### src/rtl/axi4_stream_rr_arbiter.sv
// AXI4-Stream round-robin packet arbiter.
//
// Merges NUM_IN AXI4-Stream inputs onto one output stream, one whole packet
// at a time. An input holds the grant from its first beat until its tlast beat.
// The next packet is then chosen round-robin, starting the search at the input
// after the one that finished last. The output is a single register stage.
//
// Ports:
//   clk       - clock, rising edge
//   rst       - asynchronous reset, active low
//   s_tvalid  - per-input valid                      [NUM_IN]
//   s_tready  - per-input ready                      [NUM_IN]
//   s_tdata   - per-input data, input i at [i*DATA_W +: DATA_W]
//   s_tkeep   - per-input keep, input i at [i*KEEP_W +: KEEP_W]
//   s_tlast   - per-input end of packet              [NUM_IN]
//   m_tvalid / m_tready / m_tdata / m_tkeep / m_tlast - shared output stream
//   m_tid     - index of the input that sourced the current output beat
//   busy      - high while a packet holds the grant
module axi4_stream_rr_arbiter #(
    parameter int  BUS_WIDTH = 32,
    parameter int  NUM_IN    = 4,
    localparam int DATA_W    = ((BUS_WIDTH - 1) / 8 + 1) * 8,
    localparam int KEEP_W    = DATA_W / 8,
    localparam int ID_W      = (NUM_IN > 2) ? $clog2(NUM_IN) : 1
) (
    input  logic                     clk,
    input  logic                     rst,
    input  logic [NUM_IN-1:0]        s_tvalid,
    output logic [NUM_IN-1:0]        s_tready,
    input  logic [NUM_IN*DATA_W-1:0] s_tdata,
    input  logic [NUM_IN*KEEP_W-1:0] s_tkeep,
    input  logic [NUM_IN-1:0]        s_tlast,
    output logic                     m_tvalid,
    input  logic                     m_tready,
    output logic [DATA_W-1:0]        m_tdata,
    output logic [KEEP_W-1:0]        m_tkeep,
    output logic                     m_tlast,
    output logic [ID_W-1:0]          m_tid,
    output logic                     busy
);

    typedef enum logic {
        IDLE   = 1'b0,
        LOCKED = 1'b1
    } state_t;

    state_t            state_reg, state_next;
    logic [ID_W-1:0]   grant_reg, grant_next;
    logic [ID_W-1:0]   last_grant_reg, last_grant_next;

    logic              m_tvalid_reg, m_tvalid_next;
    logic [DATA_W-1:0] m_tdata_reg, m_tdata_next;
    logic [KEEP_W-1:0] m_tkeep_reg, m_tkeep_next;
    logic              m_tlast_reg, m_tlast_next;
    logic [ID_W-1:0]   m_tid_reg, m_tid_next;

    logic [DATA_W-1:0] in_data [NUM_IN];
    logic [KEEP_W-1:0] in_keep [NUM_IN];

    logic [ID_W-1:0]   pick;
    logic [ID_W-1:0]   scan_idx;
    logic              found;
    logic              out_free;
    logic              accept;

    // Unpack the flat input buses into per-input arrays.
    genvar gi;
    generate
        for (gi = 0; gi < NUM_IN; gi++) begin : g_unpack
            assign in_data[gi] = s_tdata[gi*DATA_W +: DATA_W];
            assign in_keep[gi] = s_tkeep[gi*KEEP_W +: KEEP_W];
        end
    endgenerate

    // The output register can take a beat when it is empty or being drained.
    assign out_free = !m_tvalid_reg || m_tready;

    // Only the granted input sees ready, and only while a packet is locked.
    generate
        for (gi = 0; gi < NUM_IN; gi++) begin : g_ready
            assign s_tready[gi] = (state_reg == LOCKED) &&
                                  (grant_reg == ID_W'(gi)) && out_free;
        end
    endgenerate

    assign accept = (state_reg == LOCKED) && s_tvalid[grant_reg] && out_free;

    // Round-robin search: first requester at last_grant+1, +2, ... (mod NUM_IN).
    // The previous winner is visited last, which keeps every input from starving.
    always_comb begin
        pick     = last_grant_reg;
        found    = 1'b0;
        scan_idx = '0;
        for (int k = 1; k <= NUM_IN; k++) begin
            scan_idx = ID_W'((int'(last_grant_reg) + k) % NUM_IN);
            if (!found && s_tvalid[scan_idx]) begin
                pick  = scan_idx;
                found = 1'b1;
            end
        end
    end

    always_comb begin
        state_next      = state_reg;
        grant_next      = grant_reg;
        last_grant_next = last_grant_reg;
        m_tvalid_next   = m_tvalid_reg;
        m_tdata_next    = m_tdata_reg;
        m_tkeep_next    = m_tkeep_reg;
        m_tlast_next    = m_tlast_reg;
        m_tid_next      = m_tid_reg;

        case (state_reg)
            IDLE: begin
                if (found) begin
                    grant_next = pick;
                    state_next = LOCKED;
                end
            end
            LOCKED: begin
                // The grant is released only by the tlast beat; gaps in the
                // granted input's valid just stall the packet.
                if (accept && s_tlast[grant_reg]) begin
                    last_grant_next = grant_reg;
                    state_next      = IDLE;
                end
            end
            default: state_next = IDLE;
        endcase

        if (accept) begin
            m_tvalid_next = 1'b1;
            m_tdata_next  = in_data[grant_reg];
            m_tkeep_next  = in_keep[grant_reg];
            m_tlast_next  = s_tlast[grant_reg];
            m_tid_next    = grant_reg;
        end else if (m_tready) begin
            m_tvalid_next = 1'b0;
        end
    end

    always_ff @(posedge clk or negedge rst) begin
        if (!rst) begin
            state_reg      <= IDLE;
            grant_reg      <= '0;
            last_grant_reg <= ID_W'(NUM_IN - 1);
            m_tvalid_reg   <= 1'b0;
            m_tdata_reg    <= '0;
            m_tkeep_reg    <= '0;
            m_tlast_reg    <= 1'b0;
            m_tid_reg      <= '0;
        end else begin
            state_reg      <= state_next;
            grant_reg      <= grant_next;
            last_grant_reg <= last_grant_next;
            m_tvalid_reg   <= m_tvalid_next;
            m_tdata_reg    <= m_tdata_next;
            m_tkeep_reg    <= m_tkeep_next;
            m_tlast_reg    <= m_tlast_next;
            m_tid_reg      <= m_tid_next;
        end
    end

    assign m_tvalid = m_tvalid_reg;
    assign m_tdata  = m_tdata_reg;
    assign m_tkeep  = m_tkeep_reg;
    assign m_tlast  = m_tlast_reg;
    assign m_tid    = m_tid_reg;
    assign busy     = (state_reg == LOCKED);

endmodule

### config.mk
export PLATFORM = sky130hd
export DESIGN_NAME = axi4_stream_rr_arbiter
export DESIGN_NICKNAME = d
export VERILOG_FILES = /design/src/rtl/axi4_stream_rr_arbiter.sv
export SDC_FILE = /design/constraint.sdc
export NUM_CORES = 1
export LEC_CHECK = 0
export ABC_AREA = 1
export CORE_MARGIN = 2
export CORE_UTILIZATION = 35
export CTS_CLUSTER_SIZE = 28
export DETAILED_ROUTE_END_ITERATION = 8
export PLACE_DENSITY = 0.81
export SLEW_MARGIN = 10
export SYNTH_ARGS = -nofsm -noshare
export SYNTH_HDL_FRONTEND = slang
export SYNTH_SLANG_ARGS = --single-unit
export TNS_END_PERCENT = 100
### constraint.sdc
create_clock -name clk -period 1.95 [get_ports clk]
set_clock_uncertainty 0.05 [all_clocks]
set_input_delay 0.585 -clock clk [delete_from_list [all_inputs] [get_ports clk]]
set_output_delay 0.585 -clock clk [all_outputs]
set_load 0.1 [all_outputs]
Word level (Yosys, flattened, before mapping):

Cells that the tools add are included.

* eq/ne operators: 3
* magnitude comparators: 6
* bitwise gates (word level): 2
* reductions and logical operators: 23
* add/sub/neg operators: 4
* mux-type cells: 31

Operator list (count)
* binary-select mux 32 bit (select 2 bit): 1
* two-way mux 32 bit: 2
* less-than comparator 2 x 3 -> 1 bit, second input constant: 5
* logical AND 1 bit: 14
* two-way mux 1 bit: 14
* binary-select mux 1 bit (select 2 bit): 6
* binary-select mux 4 bit (select 2 bit): 1
* two-way mux 2 bit: 4
* two-way mux 4 bit: 2
* adder 2 x 1 -> 2 bit, second input constant: 2
* adder 2 bit, second input constant: 2
* equality test 2 bit, second input constant: 2
* logical NOT 1 bit: 4
* AND reduction 2 bit: 2
* greater-or-equal comparator 3 bit, second input constant: 1
* inverter 2 -> 3 bit: 1
* equality test 2 x 1 -> 1 bit, second input constant: 1
* logical NOT 2 bit: 1
* one-hot mux 1 bit (2 select lines): 1
* nonzero test 2 bit: 1
* logical OR 1 bit: 1
* inverter 1 bit: 1

* output and inout bits: 45
* flip-flop bits (word level): 45

Depth between registers and ports, before layout:

Gate-level depths: netlist of run 1.

* word-level depth: 15
* mapped depth: 13
* depth with buffers taken out: 12

Worst setup path after synthesis of run 1:

No wires, ideal clock.

* path type: flip-flop to output port
* from: reg state_reg (netlist: busy)
* to: out s_tready[0]
* path slack: -2.213 ns
* path buffers: 0
* data arrival time: 3.528 ns
* stages on the path, launching flop included: 5
* cells stage by stage: dfrtp_1 inv_1 nor2_1 inv_1 nor3_1

* word-level cells in the longest chain between the ends: 2

RTL lines
* start: declaration: line 47 `state_t state_reg, state_next;`
* start signal: assignment: line 153 `state_reg <= state_next;`
* logical AND 1 bit: line 81 `assign s_tready[gi] = (state_reg == LOCKED) &&`
* logical AND 1 bit: line 82 `(grant_reg == ID_W'(gi)) && out_free;`
* end: declaration: line 29 `output logic [NUM_IN-1:0] s_tready,`

No other way between the ends.

Worst setup path in the final report of run 1:

* from: reg m_tvalid_reg (netlist: m_tvalid)
* to: out s_tready[0]

* word-level cells in the longest chain between the ends: 3

RTL lines
* start: declaration: line 51 `logic m_tvalid_reg, m_tvalid_next;`
* start signal: assignment: line 156 `m_tvalid_reg <= m_tvalid_next;`
* logical NOT 1 bit: line 76 `assign out_free = !m_tvalid_reg || m_tready;`
* logical OR 1 bit: line 76
* logical AND 1 bit: line 82

No other way between the ends.

==> results of run 1 <==
-- final timing paths --
check	startpoint	to	slack [ps]	cells past startpoint
worst max register to register	last_grant_reg[0]	grant_reg[0]	210	11
min in group clk	m_tdata[0]	m_tdata[0]	500	2
worst min register to register	m_tdata[0]	m_tdata[0]	500	2
max in group asynchronous	rst	m_tkeep[3]	1300	2
worst max-delay path	m_tvalid	s_tready[0]	-160	6
worst min-delay path	rst	m_tkeep[1]	40	1
-- final cells by class --
| class | count | area (sq um) | area share, % |
|---|---|---|---|
| Clock buffer | 7 | 96.3 | 1.74 |
| Clock inverter | 1 | 5.00 | 0.0904 |
| Inverter | 15 | 61.3 | 1.11 |
| Multi-Input combinational cell | 330 | 1530 | 27.7 |
| Sequential cell | 45 | 1140 | 20.5 |
| Tap cell | 102 | 128 | 2.30 |
| Timing Repair Buffer | 218 | 2580 | 46.6 |
-- cells by family (layout without fill, tap and decap cells) --
kind of cell | count (synthesis) | count (layout) | synth area share, %
compound gates | 48 | 48 | 12.2
simple gates | 282 | 282 | 40.1
flops | 45 | 45 | 40.0
buf+inv | 40 | 241 | 7.72
-- stage by stage --
| stage | utilization (%) | power, mW | TNS, ps | worst slack (ps) | hold slack (ps) |
|---|---|---|---|---|---|
| final | 71.3 | 10.7 | -456 | -159 | 38.5 |
| after global routing | 71.3 | 11.3 | -685 | -219 | 30.8 |
| after CTS | 71.3 | 10.8 | -531 | -193 | 30.6 |
| after detailed placement | 69.9 | 10.1 | -6340 | -445 | 351 |
| after global placement | 69.9 | 9.95 | -5750 | -442 | 352 |
| after floorplan | - | 7.09 | -1500 | -479 | 239 |
-- placed cells by master, fill, tap and decap left out --
cell and n:
nand2_1 228, clkdlybuf4s50_1 152, buf_12 45, nand3_1 41
dfrtp_1 40, a22oi_1 39, buf_4 19, inv_1 9
clkbuf_8 7, inv_2 4, nor2_2 4, o21ai_1 4
nor3_4 3, nor2_4 2, inv_4 2, o21ai_0 2
o211ai_1 2, dfrtp_4 2, dfstp_2 2, nand2_2 1
nand3_2 1, nor2_1 1, nand2_4 1, a21oi_1 1
clkinv_2 1, dfrtp_2 1, dlygate4sd2_1 1, buf_2 1
-- repair_timing --
item,in CTS,in global routing
resized for setup,2,0
endpoints found under the setup margin,4,4
setup buffers,1,0
pin swaps,2,1
-- power by group --
part / switching (mW) / internal, mW / total [mW]
combinational: 5.30 / 2.88 / 8.18
clock: 0.313 / 0.321 / 0.634
sequential: 0.524 / 1.41 / 1.93
total: 6.13 / 4.61 / 10.7
-- worst max-delay path, delay by kind of cell, from the launching register on --
| family | cells | cell delay, ps |
|---|---|---|
| buf+inv | 3 | 340 |
| flops | 1 | 490 |
| simple gates | 3 | 350 |
-- routing by layer --
layer  global-route usage [%]  share of wire, %  up-vias
met3                     6.50               7.6       17
met2                     45.4                54      148
li1                         -                 -     1743
met5                        0                 0        -
met1                     25.4                36     1680
met4                     6.76               1.9        0
==> reports/results.tsv, run 1 <==
metric	value	unit
status	finished, violations left	
violations	setup timing	
leakagePower	2.57	nW
grt_pass1_vias	3576	
timing.fmax	474	MHz
grt_use_total	23.8	%
synthFlopType	dfrtp_1	
cts_tree	done	
die_area	8790	sq um
fin_nets	770	
placed_cells	709	
postLayoutCellArea	5540	sq um
yosysTopAreaCell	dfrtp_1	
tightest_slew	374	ps
layout_min_cycle_time	2110	ps
antenna_cells	0	
rsz0062_at_grt	yes	
post-route-drc-count	0	
max_slew_margin	75.1	%
area_delta_synth_final	96.4	%
synth_seq_cells	45	
post-dp-hpwl	8530	um
start_util	36.3	%
post-synth-top-count-cell	nand2_1	
rows	32	
cp_slowest_cell	dfrtp_4	
synth_area	2820	sq um
overflow	0	
core	7770	sq um
setup_violations	4	
viasPerCell	5.00	
hold_viol_final	0	
die_w	93.7	um
yosysWarnings	0	
synth_edf_count	0	
antenna_found_initial	0	
fin_ws	-159	ps
critPathLaunchType	register	
p_per_area	1940	nW/um^2
ant_nets	0	
placed_area	5430	sq um
cap_violations	0	
firstDrtPassIters	4	
nFillCells	599	
hold_path.class	in -> async	
critPathCaptureType	output pin	
avgRoutedWirePerCell	14.8	um
cts.clk_slew.worst_paths	90	ps
path_max_fanout	4	
synth_area_leaders	dfrtp_1 38%, nand2_1 30%, a22oi_1 10%	
grt_pass1_wl	16400	um
clk_latency	290	ps
critical_path.max_stage_delay	490	ps
syn_avg_cell_area	6.79	sq um
syn_inst	415	
worstPathArrival	1470	ps
cts_buffers	5	
port_buffers	199	
ys_types	20	
drt_iter0_drc	93	
vdd_drop_max	0.721	mV
gp_congestion	0.861	
ios	200	
final-max-slew-violation-count	0	
clockBufferDepth	2	
drive_above_1_share	15.6	%
synth_seq_area_share	40.0	%
synth_nets	570	
numClockSinks	45	
crit_required	1310	ps
crit_type	reg -> out	
ys_top_cells_by_count	228 x nand2_1, 43 x dfrtp_1, 41 x nand3_1	
wl	10700	um
largest_register_ff_count	32	
cts-root-buf	clkbuf_8	
netlist.area_leader.share	38.2	%
fin_crit_sh	108	%
path_cells	inv_2 > nor2_2 > nor2_4 > inv_4 > nor3_4 > buf_12	
die_y	93.7	um
cts_max_level	2	
cts_hold_buf	0	
async_flop_share	100	%
grt_max_degree	37	
final_cells	718	
vias	3588	
No activity file was read; power rests on OpenSTA's default activity.
==> inputs of run 2 (changes only) <==
--- a/config.mk
+++ b/config.mk
@@ -15,4 +15,4 @@
 export SYNTH_ARGS = -nofsm -noshare
 export SYNTH_HDL_FRONTEND = slang
 export SYNTH_SLANG_ARGS = --single-unit
-export TNS_END_PERCENT = 100
+export TNS_END_PERCENT = 5
==> run 2 against run 1 <==
Net effect:
- the run still ends with setup timing left
- fmax up 3.6%
- worst setup slack better by 73 ps
- sequential power about the same
- non-clock buffer count unchanged
- critical path type unchanged
- critical endpoint unchanged
==> reports/results.tsv, run 2 (synthesis gave the netlist of run 1 again) <==
metric	value	unit
status	finished, violations left	
violations	setup timing	
wl	10600	um
leakagePower	2.57	nW
ios	200	
post-dp-hpwl	8620	um
antenna_cells	0	
core	7770	sq um
die_y	93.7	um
area_delta_synth_final	97.3	%
cap_violations	0	
drt_iter0_drc	110	
cp_slowest_cell	dfrtp_4	
cts.clk_slew.worst_paths	70	ps
placed_area	5480	sq um
path_max_fanout	4	
tightest_slew	425	ps
setup_violations	4	
rsz0062_at_grt	yes	
crit_required	1310	ps
cts-root-buf	clkbuf_8	
cts_hold_buf	0	
pre_cts_slack	-429	ps
fin_nets	770	
rows	32	
cts_buffers	5	
viasPerCell	5.01	
worstPathArrival	1400	ps
hold_viol_final	0	
port_buffers	199	
avgRoutedWirePerCell	14.9	um
total_power	10.8	mW
start_util	36.3	%
grt_use_total	24.0	%
postLayoutCellArea	5560	sq um
overflow	0	
vias	3589	
crit_type	reg -> out	
layout_min_cycle_time	2040	ps
holdWs	185	ps
grt_pass1_vias	3537	
final_core_util	71.6	%
vdd_drop_max	0.958	mV
grt_pass1_wl	16700	um
crit_path_start	m_tvalid	
ant_nets	0	
numClockSinks	45	
timing.fmax	491	MHz
critPathLaunchType	register	
max_slew_margin	71.6	%
final-max-slew-violation-count	0	
firstDrtPassIters	4	
die_w	93.7	um
cp_num_buf_inv	3	
fin_crit_sh	104	%
clockBufferDepth	2	
antenna_found_initial	0	
fin_ws	-85.6	ps
clk_latency	270	ps
path_delay_family	flip-flops	
reg2regPathDepth	11	
r2r-start	last_grant_reg[0]	
hold_path.class	in -> async	
grt_max_degree	27	
drive_above_1_share	15.5	%
critPathCaptureType	output pin	
cts_tree	done	
largest_register_ff_count	32	
critical_path.max_stage_delay	480	ps
mostFrequentLayoutCells	228 x nand2_1, 152 x clkdlybuf4s50_1, 49 x buf_12	
gp_congestion	0.860	
post-route-drc-count	0	
final_common_cell	nand2_1	
path_cells	inv_2 > nor2_2 > nor2_4 > inv_4 > nor3_4 > buf_12	
p_per_area	1940	nW/um^2
path_depth	6	
die_area	8790	sq um
cts_max_level	2	
## run 2: cell types whose count changed in the layout (fill, tap and decap cells not counted), sizes merged
cell | before | now
dlygate4sd2 | 1 | 0
clkdlybuf4s15 | 0 | 1
clkbuf | 7 | 5
## run 2: path summary, 6_finish.rpt
check                               end  slack, ps
setup / recovery            s_tready[0]        -90
hold / removal              m_tdata[28]        190
setup reg to reg           grant_reg[0]        200
hold reg to reg             m_tdata[16]        490
max in group asynchronous   m_tdata[27]       1100
min in group clk            m_tdata[16]        490
## run 2: cell type report
class / count / area (sq um)
Fill cell: 605 / 2200
Sequential cell: 45 / 1140
Timing Repair Buffer: 218 / 2630
Inverter: 15 / 61.3
Clock inverter: 1 / 5.00
Multi-Input combinational cell: 330 / 1530
Tap cell: 102 / 128
Clock buffer: 5 / 68.8
## run 2: where the power goes
group          internal (mW)  leakage (nW)  total, mW  switching (mW)
Combinational           3.02          1.98       8.33            5.31
Clock                  0.236        0.0399      0.510           0.274
Sequential              1.41         0.556       1.94           0.536
Total                   4.67          2.57       10.8            6.12
## run 2: per-layer routing
layer | track usage, % | vias up | routed length, um
met4 | 6.52 | 0 | 161
met5 | 0 | - | 0
li1 | - | 1744 | -
met2 | 45.1 | 154 | 5710
met1 | 26.8 | 1675 | 4060
met3 | 6.02 | 16 | 701
## run 2: through the flow
stage / setup TNS, ps / cells
2_1_floorplan: -1500 / 415
3_3_place_gp: -3430 / 709
3_5_place_dp: -4220 / 709
4_1_cts: -316 / 716
5_1_grt: -517 / 716
6_report: -255 / 716
## run 2: repair_timing
action                                  CTS  global route
pin swaps                                 2             0
endpoints found under the setup margin    4             4
buffers inserted                          1             0
gates resized for setup                   4             0
